**config.mk**
```make
export PLATFORM = sky130hd
export DESIGN_NAME = load_store_unit
export DESIGN_NICKNAME = d
export VERILOG_FILES = /design/src/rtl/load_store_unit.sv
export SDC_FILE = /design/constraint.sdc
export NUM_CORES = 1
export LEC_CHECK = 0
export CORE_UTILIZATION = 44
export CTS_CLUSTER_DIAMETER = 150
export DETAILED_ROUTE_END_ITERATION = 10
export GPL_TIMING_DRIVEN = 0
export PLACE_DENSITY_LB_ADDON = 0.3
export SLEW_MARGIN = 20
export SYNTH_ARGS = -nofsm -noshare
export SYNTH_HDL_FRONTEND = slang
export SYNTH_SLANG_ARGS = --single-unit
```
**constraint.sdc**
```tcl
create_clock -name clk -period 4 [get_ports clk]
set_input_delay 0.6 -clock clk [delete_from_list [all_inputs] [get_ports clk]]
set_output_delay 0.6 -clock clk [all_outputs]
set_load 0.05 [all_outputs]
```
**src/rtl/load_store_unit.sv**
```systemverilog
// Data-side load/store unit: runs one access on a wait-request memory bus,
// steering store bytes onto lanes and extracting / extending / merging load data.
module load_store_unit (
  input  logic        clk,
  input  logic        reset,
  input  logic        req,
  input  logic        is_store,
  input  logic [2:0]  op,
  input  logic [31:0] addr,
  input  logic [31:0] rt_data,
  output logic [31:0] load_data,
  output logic        done,
  output logic        fault,
  output logic        stall,
  output logic [31:0] data_address,
  output logic        data_read,
  output logic        data_write,
  output logic [31:0] data_writedata,
  output logic [3:0]  data_byteenable,
  input  logic        data_waitrequest,
  input  logic [31:0] data_readdata
);

  localparam logic [2:0] OP_B  = 3'b000, OP_H  = 3'b001, OP_W  = 3'b010, OP_WL = 3'b011,
                         OP_BU = 3'b100, OP_HU = 3'b101, OP_WR = 3'b110, OP_RSV = 3'b111;

  typedef enum logic [1:0] {IDLE, BUS, RESP} state_t;

  state_t      state_q;
  logic        is_store_q;
  logic [2:0]  op_q;
  logic [1:0]  k_q;
  logic [31:0] rt_q;

  logic        illegal_d;
  logic [31:0] wdata_d;
  logic [3:0]  be_d;
  logic [31:0] ld_d;

  assign stall = req & ~done;

  always_comb begin
    illegal_d = 1'b0;
    if (op == OP_RSV) illegal_d = 1'b1;
    if ((op == OP_H || op == OP_HU) && addr[0]) illegal_d = 1'b1;
    if (op == OP_W && addr[1:0] != 2'b00) illegal_d = 1'b1;
    if (is_store && !(op == OP_B || op == OP_H || op == OP_W)) illegal_d = 1'b1;
  end

  // Store lane steering; loads request the full word and drive no data.
  always_comb begin
    wdata_d = 32'h0;
    be_d    = 4'b1111;
    if (is_store) begin
      case (op)
        OP_B: begin
          wdata_d = {4{rt_data[7:0]}};
          be_d    = 4'b0001 << addr[1:0];
        end
        OP_H: begin
          wdata_d = {2{rt_data[15:0]}};
          be_d    = addr[1] ? 4'b1100 : 4'b0011;
        end
        default: begin
          wdata_d = rt_data;
          be_d    = 4'b1111;
        end
      endcase
    end
  end

  logic [4:0]  sh8;
  logic [31:0] m_shr;
  logic [7:0]  byte_v;
  logic [15:0] half_v;

  // Load extraction from the live bus word, using the registered request.
  always_comb begin
    sh8    = {k_q, 3'b000};
    m_shr  = data_readdata >> sh8;
    byte_v = m_shr[7:0];
    half_v = k_q[1] ? data_readdata[31:16] : data_readdata[15:0];
    case (op_q)
      OP_B:    ld_d = {{24{byte_v[7]}}, byte_v};
      OP_BU:   ld_d = {24'h0, byte_v};
      OP_H:    ld_d = {{16{half_v[15]}}, half_v};
      OP_HU:   ld_d = {16'h0, half_v};
      // Mask shifts are pre-biased so k=3 yields an all-zero mask without a 32-bit shift.
      OP_WL:   ld_d = (data_readdata << {~k_q, 3'b000}) | (rt_q & (32'h00FF_FFFF >> sh8));
      OP_WR:   ld_d = m_shr | (rt_q & ~(32'hFFFF_FFFF >> sh8));
      default: ld_d = data_readdata;
    endcase
  end

  always_ff @(posedge clk or posedge reset) begin
    if (reset) begin
      state_q         <= IDLE;
      is_store_q      <= 1'b0;
      op_q            <= 3'b000;
      k_q             <= 2'b00;
      rt_q            <= 32'h0;
      load_data       <= 32'h0;
      done            <= 1'b0;
      fault           <= 1'b0;
      data_read       <= 1'b0;
      data_write      <= 1'b0;
      data_address    <= 32'h0;
      data_writedata  <= 32'h0;
      data_byteenable <= 4'b0000;
    end else begin
      case (state_q)
        IDLE: begin
          done  <= 1'b0;
          fault <= 1'b0;
          if (req) begin
            is_store_q <= is_store;
            op_q       <= op;
            k_q        <= addr[1:0];
            rt_q       <= rt_data;
            if (illegal_d) begin
              state_q <= RESP;
              done    <= 1'b1;
              fault   <= 1'b1;
            end else begin
              state_q         <= BUS;
              data_read       <= ~is_store;
              data_write      <= is_store;
              data_address    <= {addr[31:2], 2'b00};
              data_writedata  <= wdata_d;
              data_byteenable <= be_d;
            end
          end
        end
        BUS: begin
          if (!data_waitrequest) begin
            data_read  <= 1'b0;
            data_write <= 1'b0;
            if (!is_store_q) load_data <= ld_d;
            done    <= 1'b1;
            state_q <= RESP;
          end
        end
        RESP: begin
          done    <= 1'b0;
          fault   <= 1'b0;
          state_q <= IDLE;
        end
        default: state_q <= IDLE;
      endcase
    end
  end

endmodule

```
* After elaboration in Yosys (flattened, before gate mapping)
Cells that the tools add are included.
Storage, ports and cells: flip-flop bits (word level) 142, input bits 104, output and inout bits 105, word-level logic and storage cells 91
Cells by class: eq/ne operators 14, shift operators 5, multiplexer cells 27, bitwise operators 12, reductions and logical operators 20
Operators by type and width (count):
- 32-bit case mux with 6 select lines | 1
- 32-bit bitwise AND | 2
- 32-bit OR | 2
- 32-bit case mux with 2 select lines | 1
- 32-bit two-way mux | 1
- 32-bit NOT | 1
- 32-bit by 5-bit << shifter with 32-bit output | 1
- 24-bit by 5-bit right shift with 32-bit output, first input constant | 1
- 32-bit by 5-bit right shift with 32-bit output | 1
- 32-bit by 5-bit right shift with 32-bit output, first input constant | 1
- 16-bit two-way mux | 1
- 3-bit == test, second input constant | 5
- 1-bit two-way mux | 12
- 4-bit two-way mux | 2
- 4-bit case mux with 2 select lines | 1
- 3-bit by 1-bit == test with 1-bit output, second input constant | 2
- 3-bit by 2-bit == test with 1-bit output, second input constant | 2
- 3-bit zero test | 2
- 2-bit two-way mux | 3
- 2-bit != test, second input constant | 3
- 1-bit case mux with 2 select lines | 3
- 2-bit AND reduction | 3
- 3-bit AND reduction | 2
- 2-bit nonzero test | 3
- other kinds (14) | 22

* Longest topological paths before layout
Gate-level depths: netlist of the first run.
depth in word-level cells 9, depth in mapped cells 8, gate-level depth less buffers 6

* Worst setup path after synthesis of the first run
No wires, ideal clock.
path type reg-to-reg, start point register state_q[1], end point register load_data[18], library setup time 0.157 ns, data arrival time 1.824 ns, required time 3.843 ns, slack 2.019 ns, cell stages (with the launch flop) 7, path buffers 1, period minus slack after synthesis 1.981 ns, cells stage by stage dfrtp_1 -> inv_1 -> ha_1 -> or3b_1 -> buf_6 -> nor4_4 -> a221oi_1
On the way: longest elaborated chain between the ends 2
RTL lines:
- from (decl) | line 29 | state_t state_q;
- from (signal assigned) | line 97 | state_q <= IDLE;
- from (signal assigned) | line 121 | state_q <= RESP;
- from (signal assigned) | line 125 | state_q <= BUS;
- 2-bit by 1-bit == test with 1-bit output | line 111 | case (state_q)
- 3-bit AND reduction (no source line)
- to (signal assigned) | line 138 | if (!is_store_q) load_data <= ld_d;
- to (decl) | line 11 | output logic [31:0] load_data,
No other way between the ends. A chain may end at the register's enable or synchronous reset.

* Final worst setup path of the first run
start point input req, end point output stall
On the way: longest elaborated chain between the ends 1
RTL lines:
- from (decl) | line 6 | input logic req,
- 1-bit bitwise AND | line 40 | assign stall = req & ~done;
- to (decl) | line 14 | output logic stall,
No other way between the ends.

==> run_results.csv, run 1 <==
group,metric,value,unit
status,status,"complete, no violations",
sta,slew_viol_final,0,
cts,htree_levels,4,
cts,cts_setup_buffers,0,
routing,wl,25.7,mm
placed_design,dpl.hpwl,19.5,mm
floorplan,dieArea,18700,um2
logic_synthesis,async_flop_share,100,%
floorplan,start_util,45.6,%
cts,numCtsBuffers,17,
worst_setup_path,ff2ff_path_depth,6,
floorplan,chipWidth,137,um
worst_setup_path,arrival,2.13,ns
logic_synthesis,ys.flop_type,"dfrtp_1",
cts,cts_hold_buf,0,
logic_synthesis,yosys-top-cells-area,"dfrtp_1 (45%), mux2i_1 (11%), mux2_2 (9.6%)",
grt,overflow,0,
worst_setup_path,crit_path_start,"req",
grt,grt_max_degree,33,
sta,slew_headroom,23.5,%
sta,grt_setup_unrepaired,"no",
logic_synthesis,yosysSeqAreaShare,44.6,%
worst_setup_path,cp_max_fo,5,
cts,clk_pin_slew_worst_paths,0.07,ns
cts,cts_buffer_depth,2,
grt,grt_pass1_wl,39.6,mm
final_layout,antenna_cells,0,
cts,cts-root-buf,"clkbuf_16",
flow_run,drv_cap,0,
sta,worstMarginPinSlew,1.14,ns
logic_synthesis,synth_seq_cells,142,
worst_setup_path,critPathCapture,"stall",
cts,cts_tree,"built",
placed_design,place.gp.congestion,0.950,
worst_setup_path,r2r_end,"load_data[24]$_DFFE_PP0P_",
routing,drc_errors,0,
worst_hold_path,min_path_type,"reg2reg",
sta,final_hold_viol_count,0,
floorplan,core,17500,um2
placed_design,pre_cts_ws,1.09,ns
logic_synthesis,mappedNetlistArea,7970,um2
routing,wl_per_cell,21.0,um
logic_synthesis,synth_common_cells,"dfrtp_1 (142), mux2i_1 (87), mux2_2 (68), nor2_1 (57), nand2_1 (50)",
sta,setup_ws,1.27,ns
cts,clock_latency,0.42,ns
final_layout,syn_to_final_growth,38.0,%
sta,skew,0.00884,ns
floorplan,rows,48,
sta,holdWs,0.487,ns
cts,cts_resized,0,
floorplan,chipHeight,137,um
sta,setup_viol,0,
logic_synthesis,synth_most_common_cell,"dfrtp_1",
routing,ant_nets,0,
sta,min_period,2.73,ns
logic_synthesis,yosys.area.top_type,"dfrtp_1",
sta,fin_crit_sh,68.2,%
logic_synthesis,synth_edf_count,0,
grt,track_usage,28.4,%
placed_design,portBuffers,206,
worst_setup_path,r2r_slack,1.41,ns
cts,clkSinkCount,142,
grt,antenna_found_initial,0,
final_layout,layout-drive-gt1-share,15.6,%
power_and_ir_drop,max-vdd-ir-drop,0.000628,V
sta,fin_setup_tns,0,ns
power_and_ir_drop,powerDensity,910,nW/um2
worst_setup_path,critPathLaunchType,"input port",
routing,viasPerCell,5.75,
worst_setup_path,cp.required,3.40,ns
worst_setup_path,worstSetupPathType,"in2out",
routing,drtIter0Drc,430,
logic_synthesis,synth_top_area_share,44.6,%
final_layout,fin_nets,1096,
routing,firstDrtPassIters,5,
logic_synthesis,syn_avg_cell_area,10.5,um2
worst_setup_path,reg2reg_from,"state_q[1]$_DFFE_PP0P_",
logic_synthesis,syn_inst,757,
logic_synthesis,ys_types,62,
worst_setup_path,worst_setup_path_end_kind,"output port",
sta,max_freq,366,MHz
floorplan,boundaryPins,209,
routing,dr_total_vias,7053,
power_and_ir_drop,p_leak,4.55,nW
logic_synthesis,yosys_warnings,0,
grt,grt_pass1_vias,6974,
==> final cells by class <==
cell class | instances | area (um2)
tap | 225 | 282
buffer | 57 | 297
timing repair buffer | 211 | 2180
clock buffer | 18 | 439
multi-input combinational | 523 | 3990
clock inverter | 14 | 125
fill | 1427 | 6470
inverter | 36 | 139
sequential | 142 | 3550
==> logic make-up after synthesis <==
logic type / synth area share [%]
AO/OA/AOI/OAI: 15.8
adder cells (fa/ha/maj): 0.628
buffers and inverters: 5.41
flip-flops: 44.6
multiplexers: 23.1
other: 0.0470
AND/OR/NAND/NOR: 10.4
==> worst max-delay path: stages <==
cell and delay, ns:
clkdlybuf4s50_1 0.56, nor2b_1 0.16, clkdlybuf4s50_1 0.81
==> cell usage in the layout (no fill, tap or decap), drive strengths merged, types with 2 or more instances in the layout <==
cell type	count
a211oi	9
a21boi	16
a21oi	17
a221oi	17
a31o	2
a31oi	17
a32oi	6
and2	4
buf	39
clkbuf	41
clkdlybuf4s50	206
clkinv	3
clkinvlp	5
conb	2
dfrtp	142
ha	4
inv	42
mux2	84
mux2i	87
nand2	50
nand2b	11
nand3	8
nand3b	3
nor2	57
nor2b	12
nor3	8
o211ai	10
o21ai	30
o221ai	7
o22ai	16
o2bb2ai	15
o311ai	2
o32a	2
or2	3
or3	3
or3b	3
==> flip-flops by register name, indices dropped and copies added (netlist names), 2 cells and up <==
signal and count:
data_address 30, data_byteenable 4, state_q 2, op_q 3, k_q 2, rt_q 32, data_writedata 32, load_data 32
==> stage by stage <==
stage                     instance area [um2]  std cells  util (%)  total power [W]
after global placement                  10300       1189      59.1          0.00836
after floorplan                          7980        758         -          0.00648
after CTS                               11000       1226      63.0          0.00998
final                                   11000       1226      63.0           0.0100
after detailed placement                10400       1194      59.7          0.00841
after global routing                    11000       1226      63.0           0.0105
==> layer usage <==
metal	up-vias	GRT usage [%]	routed length, um
li1	3229	-	-
met1	3403	37.8	11000
met2	371	43.1	11400
met3	50	8.56	2640
met4	0	11.4	703
met5	-	0	0
==> report_power, final <==
group / internal (W) / switching [W]
Combinational: 0.00215 / 0.00369
Clock: 0.000834 / 0.000695
Sequential: 0.00214 / 0.000490
Total: 0.00513 / 0.00488
==> how the worst min path moves through the flow <==
stage	from	to	slack (ns)	cells past startpoint
4_1_cts	data_address[4]$_DFFE_PP0P_	data_address[4]$_DFFE_PP0P_	0.49	1
2_1_floorplan	rt_q[2]$_DFFE_PP0P_	rt_q[2]$_DFFE_PP0P_	0.48	1
5_1_grt	data_address[4]$_DFFE_PP0P_	data_address[4]$_DFFE_PP0P_	0.50	1
6_report	data_address[4]$_DFFE_PP0P_	data_address[4]$_DFFE_PP0P_	0.49	1
3_5_place_dp	data_address[4]$_DFFE_PP0P_	data_address[4]$_DFFE_PP0P_	0.48	1
3_3_place_gp	data_address[4]$_DFFE_PP0P_	data_address[4]$_DFFE_PP0P_	0.47	1
(Power assumes the default switching activity.)
==> run 2, diff against run 1 <==
clock period = 2.5 ns   (was 4 ns; I/O delays follow)
==> run_results.csv, run 2 (same netlist as run 1, synthesis figures left out) <==
group,metric,value,unit
status,status,"complete, no violations",
worst_setup_path,worstSetupPathType,"reg2reg",
routing,wl_per_cell,21.0,um
final_layout,syn_to_final_growth,38.1,%
cts,htree_levels,4,
routing,drc_errors,0,
floorplan,start_util,45.6,%
power_and_ir_drop,seq_power_share,26.3,%
cts,numCtsBuffers,17,
final_layout,reg.largest.list,"data_writedata: 32 flops, load_data: 32 flops, rt_q: 32 flops",
worst_setup_path,cp_max_fo,8,
sta,fin_setup_tns,0,ns
floorplan,core,17500,um2
routing,wl_met2,11.5,mm
worst_setup_path,reg2reg_from,"state_q[1]$_DFFE_PP0P_",
floorplan,rows,48,
worst_setup_path,arrival,2.58,ns
routing,viasPerCell,5.76,
placed_design,portBuffers,206,
floorplan,boundaryPins,209,
sta,max_freq,433,MHz
power_and_ir_drop,p_sw_share,48.8,%
power_and_ir_drop,powerDensity,1460,nW/um2
floorplan,dieArea,18700,um2
worst_setup_path,cpMostUsedCell,"a31oi_1",
power_and_ir_drop,combPwrFrac,58.4,%
cts,cts_buffer_depth,2,
placed_design,place.gp.congestion,0.950,
grt,grt_pass1_wl,39.6,mm
final_layout,final_cell_area,11000,um2
worst_setup_path,critPathCapture,"load_data[9]$_DFFE_PP0P_",
final_layout,fin_nets,1096,
power_and_ir_drop,max-vdd-ir-drop,0.00100,V
routing,dr_total_vias,7056,
grt,track_usage,28.4,%
worst_setup_path,cp.required,2.77,ns
routing,top_layer_used,"met4",
cts,cts_setup_buffers,0,
floorplan,chipHeight,137,um
power_and_ir_drop,p_switching,0.00782,W
sta,slew_viol_final,0,
worst_setup_path,crit_path_top_delay_cell,"o31a_1",
cts,cts_tree,"built",
floorplan,chipWidth,137,um
final_layout,antenna_cells,0,
sta,grt_setup_unrepaired,"no",
grt,grt_max_degree,33,
worst_setup_path,r2r_slack,0.19,ns
worst_hold_path,min_path_type,"in2async",
routing,wl_met3,2.74,mm
sta,fin_crit_sh,92.4,%
grt,overflow,0,
placed_design,dpl.hpwl,19.5,mm
sta,final_hold_viol_count,0,
cts,clk_pin_slew_worst_paths,0.06,ns
cts,clock_latency,0.42,ns
sta,worstMarginPinSlew,1.10,ns
grt,grt_pass1_vias,6974,
routing,drtIter0Drc,533,
sta,skew,0.00698,ns
cts,cts-root-buf,"clkbuf_16",
placed_design,placed_cell_area,10400,um2
worst_setup_path,r2r_end,"load_data[9]$_DFFE_PP0P_",
sta,holdWs,0.313,ns
final_layout,mostFrequentLayoutCells,"clkdlybuf4s50_1 (206), dfrtp_1 (142), mux2i_1 (87), mux2_2 (68), nor2_1 (57)",
flow_run,drv_cap,0,
worst_setup_path,critPathLaunchType,"flip-flop",
worst_setup_path,crit_path_start,"state_q[1]$_DFFE_PP0P_",
worst_setup_path,path_cells,"inv_1 > ha_1 > or3b_1 > buf_6 > a31oi_1 > o31a_1 > a31oi_1",
worst_setup_path,worst_setup_path_end_kind,"flip-flop",
power_and_ir_drop,clockPowerShare,15.3,%
worst_setup_path,max_stage_delay,0.48,ns
sta,slew_headroom,25.9,%
sta,setup_viol,0,
power_and_ir_drop,total_power,0.0160,W
routing,met1_length,10.9,mm
final_layout,layout-drive-gt1-share,15.7,%
routing,wl,25.8,mm
final_layout,utilization,63.0,%
sta,min_period,2.31,ns
worst_setup_path,ff2ff_path_depth,7,
power_and_ir_drop,p_leak,4.56,nW
cts,clkSinkCount,142,
power_and_ir_drop,p_int,0.00821,W
routing,ant_nets,0,
final_layout,final_common_cell,"clkdlybuf4s50_1",
routing,firstDrtPassIters,5,
grt,antenna_found_initial,0,
## run 2: changes by cell type in the layout (fill, tap and decap cells not counted)
cell / delta
nor3_2: -1
a21oi_2: +1
a21oi_1: -1
nor3_4: +1
## run 2: worst min-delay path by stage
stage,depth (start not counted),slack (ns),startpoint,to
after floorplan,1,0.48,rt_q[2]$_DFFE_PP0P_,rt_q[2]$_DFFE_PP0P_
after global placement,1,0.47,data_address[4]$_DFFE_PP0P_,data_address[4]$_DFFE_PP0P_
after detailed placement,1,0.48,data_address[4]$_DFFE_PP0P_,data_address[4]$_DFFE_PP0P_
after CTS,2,0.32,reset,data_address[2]$_DFFE_PP0P_
after global routing,2,0.36,reset,rt_q[26]$_DFFE_PP0P_
final,2,0.31,reset,data_address[2]$_DFFE_PP0P_
## run 2: area by class of cell
cell class	count	area, um2
clock buffers	18	439
plain buffers	57	297
multi-input cells	523	4000
inverters	36	139
repair buffers	211	2180
fillers	1425	6460
clock inverters	14	125
flip-flops and latches	142	3550
well taps	225	282
## run 2: critical path, delay by kind of cell, from the launching register on
| kind | cells | cell delay, ns |
|---|---|---|
| compound gates | 3 | 0.79 |
| fa+ha+maj | 1 | 0.29 |
| buf+inv | 2 | 0.26 |
| flops | 1 | 0.42 |
| simple gates | 1 | 0.39 |
## run 2: what timing repair did
| item | in CTS | in global routing |
|---|---|---|
| resized for setup | 0 | 2 |
| endpoints found under the setup margin | 0 | 22 |
| hold buffers | 0 | 0 |
## run 2: routing by layer
layer / GRT usage [%] / vias up
li1: - / 3222
met5: 0 / -
met2: 43.1 / 408
met3: 8.56 / 41
met4: 11.4 / 0
met1: 37.8 / 3385
## run 2: metrics by stage
step / worst slack, ns / instances
2_1_floorplan: 0.348 / 758
3_3_place_gp: -0.939 / 1189
3_5_place_dp: -0.188 / 1194
4_1_cts: 0.0105 / 1226
5_1_grt: 0.00500 / 1226
6_report: 0.190 / 1226
## run 2: power by group through the flow
stage	Clock, W	Sequential [W]	Combinational (W)
2_1_floorplan	0	0.00683	0.00354
3_3_place_gp	0	0.00419	0.00918
3_5_place_dp	0	0.00422	0.00924
4_1_cts	0.00248	0.00420	0.00929
5_1_grt	0.00257	0.00435	0.00982
6_report	0.00245	0.00422	0.00936
==> run 3, diff against run 2 <==
CORE_MARGIN = 1.5   (was default)
PLACE_DENSITY = 0.76   (was default)
PLACE_DENSITY_LB_ADDON = default   (was 0.3)
==> run_results.csv, run 3 (same netlist as run 1, synthesis figures left out) <==
group,metric,value,unit
cts,cts_resized,1,
final_layout,fin_nets,1096,
sta,slew_headroom,52.3,%
power_and_ir_drop,powerDensity,1460,nW/um2
final_layout,mostFrequentLayoutCells,"clkdlybuf4s50_1 (206), dfrtp_1 (142), mux2i_1 (87), mux2_2 (68), nor2_1 (57)",
cts,clk_pin_slew_worst_paths,0.06,ns
routing,viasPerCell,5.80,
cts,cts_buffer_depth,2,
cts,cts_setup_buffers,0,
power_and_ir_drop,p_switching,0.00783,W
routing,drc_errors,0,
sta,final_hold_viol_count,0,
grt,grt_pass1_vias,7021,
sta,grt_setup_unrepaired,"no",
worst_setup_path,worst_setup_path_end_kind,"flip-flop",
worst_setup_path,cp.required,2.79,ns
placed_design,portBuffers,206,
cts,clkSinkCount,142,
final_layout,final_cell_area,11000,um2
floorplan,chipHeight,138,um
floorplan,start_util,44.7,%
cts,numCtsBuffers,17,
sta,worstMarginPinSlew,0.713,ns
power_and_ir_drop,clockPowerShare,14.9,%
final_layout,final_common_cell,"clkdlybuf4s50_1",
routing,wl,26.6,mm
routing,dr_total_vias,7132,
grt,antenna_found_initial,0,
worst_setup_path,worstSetupPathType,"reg2reg",
power_and_ir_drop,seq_power_share,26.5,%
grt,grt_pass1_wl,40.6,mm
sta,slew_viol_final,0,
placed_design,place.gp.congestion,0.952,
sta,skew,0.00756,ns
floorplan,chipWidth,138,um
flow_run,drv_cap,0,
floorplan,core,17800,um2
grt,overflow,0,
placed_design,dpl.hpwl,20.2,mm
final_layout,layout-drive-gt1-share,15.8,%
power_and_ir_drop,combPwrFrac,58.6,%
sta,setup_viol,0,
sta,fin_setup_tns,0,ns
power_and_ir_drop,max-vdd-ir-drop,0.000966,V
worst_hold_path,min_path_type,"in2async",
routing,ant_nets,0,
placed_design,placed_cell_area,10400,um2
cts,clock_latency,0.43,ns
floorplan,boundaryPins,209,
final_layout,fillerInstances,1470,
routing,wl_per_cell,21.6,um
final_layout,syn_to_final_growth,38.0,%
routing,firstDrtPassIters,7,
grt,track_usage,28.9,%
power_and_ir_drop,p_sw_share,48.9,%
cts,htree_levels,4,
power_and_ir_drop,p_int,0.00820,W
floorplan,rows,49,
worst_setup_path,path_cells,"inv_1 > ha_1 > or3b_1 > buf_6 > clkbuf_1 > a221oi_1 > a21oi_1",
worst_setup_path,cp_max_fo,10,
sta,min_period,2.36,ns
sta,fin_crit_sh,94.4,%
worst_setup_path,crit_path_top_delay_cell,"a221oi_1",
cts,cts-root-buf,"clkbuf_16",
power_and_ir_drop,p_leak,4.55,nW
sta,max_freq,424,MHz
worst_setup_path,max_stage_delay,0.43,ns
routing,drtIter0Drc,624,
worst_setup_path,critPathLaunchType,"flip-flop",
grt,grt_max_degree,32,
cts,cts_tree,"built",
final_layout,antenna_cells,0,
floorplan,dieArea,18900,um2
final_layout,reg.largest.list,"data_writedata: 32 flops, load_data: 32 flops, rt_q: 32 flops",
worst_setup_path,arrival,2.65,ns
status,status,"complete, no violations",
worst_setup_path,ff2ff_path_depth,7,
cts,cts_hold_buf,0,
## run 3: cell types whose count changed in the layout (fill, tap and decap cells not counted)
cell	before	now
clkinv_2	0	1
inv_8	3	1
nor3_1	6	5
clkbuf_2	1	2
buf_12	3	4
buf_16	2	1
nor3_2	1	2
clkinvlp_4	5	6
inv_6	5	4
## run 3: final timing paths
kind,slack (ns),to,from
max in group asynchronous,1.24,load_data[27]$_DFFE_PP0P_,reset
worst max-delay path,0.14,load_data[2]$_DFFE_PP0P_,state_q[1]$_DFFE_PP0P_
worst min register to register,0.49,data_address[14]$_DFFE_PP0P_,data_address[14]$_DFFE_PP0P_
worst max register to register,0.14,load_data[2]$_DFFE_PP0P_,state_q[1]$_DFFE_PP0P_
min in group clk,0.49,data_address[14]$_DFFE_PP0P_,data_address[14]$_DFFE_PP0P_
worst min-delay path,0.34,data_address[20]$_DFFE_PP0P_,reset
## run 3: through the flow
stage	total power, W	instances	utilization [%]	hold slack, ns	setup WS, ns
global placement	0.0134	1193	57.9	0.466	-0.971
finish	0.0160	1230	61.7	0.342	0.140
global route	0.0168	1230	61.7	0.386	0.0245
CTS	0.0160	1230	61.6	0.348	0.0354
floorplan	0.0104	758	-	0.479	0.348
detailed placement	0.0136	1198	58.5	0.480	-0.276
## run 3: area by class of cell
class,instances,area (um2),area share [%]
flip-flops and latches,142,3550,32.3
inverters,36,139,1.26
clock buffers,19,443,4.03
clock inverters,13,106,0.967
well taps,229,287,2.60
repair buffers,211,2170,19.7
multi-input cells,523,4010,36.4
plain buffers,57,298,2.71
## run 3: power groups by stage
stage	registers [W]	logic [W]	clock network (W)
3_3_place_gp	0.00421	0.00922	0
2_1_floorplan	0.00683	0.00354	0
3_5_place_dp	0.00425	0.00931	0
5_1_grt	0.00437	0.00988	0.00250
4_1_cts	0.00423	0.00936	0.00242
6_report	0.00424	0.00940	0.00239
## run 3: layer usage
metal / GRT usage, % / wire length, um / vias to the layer above
met5: 0 / 0 / -
met4: 12.1 / 918 / 0
met2: 44.1 / 11900 / 350
met3: 9.20 / 2550 / 58
met1: 37.7 / 11200 / 3486
li1: - / - / 3238
## run 3: worst max-delay path: cells and delay by family, from the launching register on
kind | cells | cell delay [ns]
compound gates | 2 | 0.55
fa+ha+maj | 1 | 0.29
buf+inv | 3 | 0.56
flops | 1 | 0.42
simple gates | 1 | 0.39
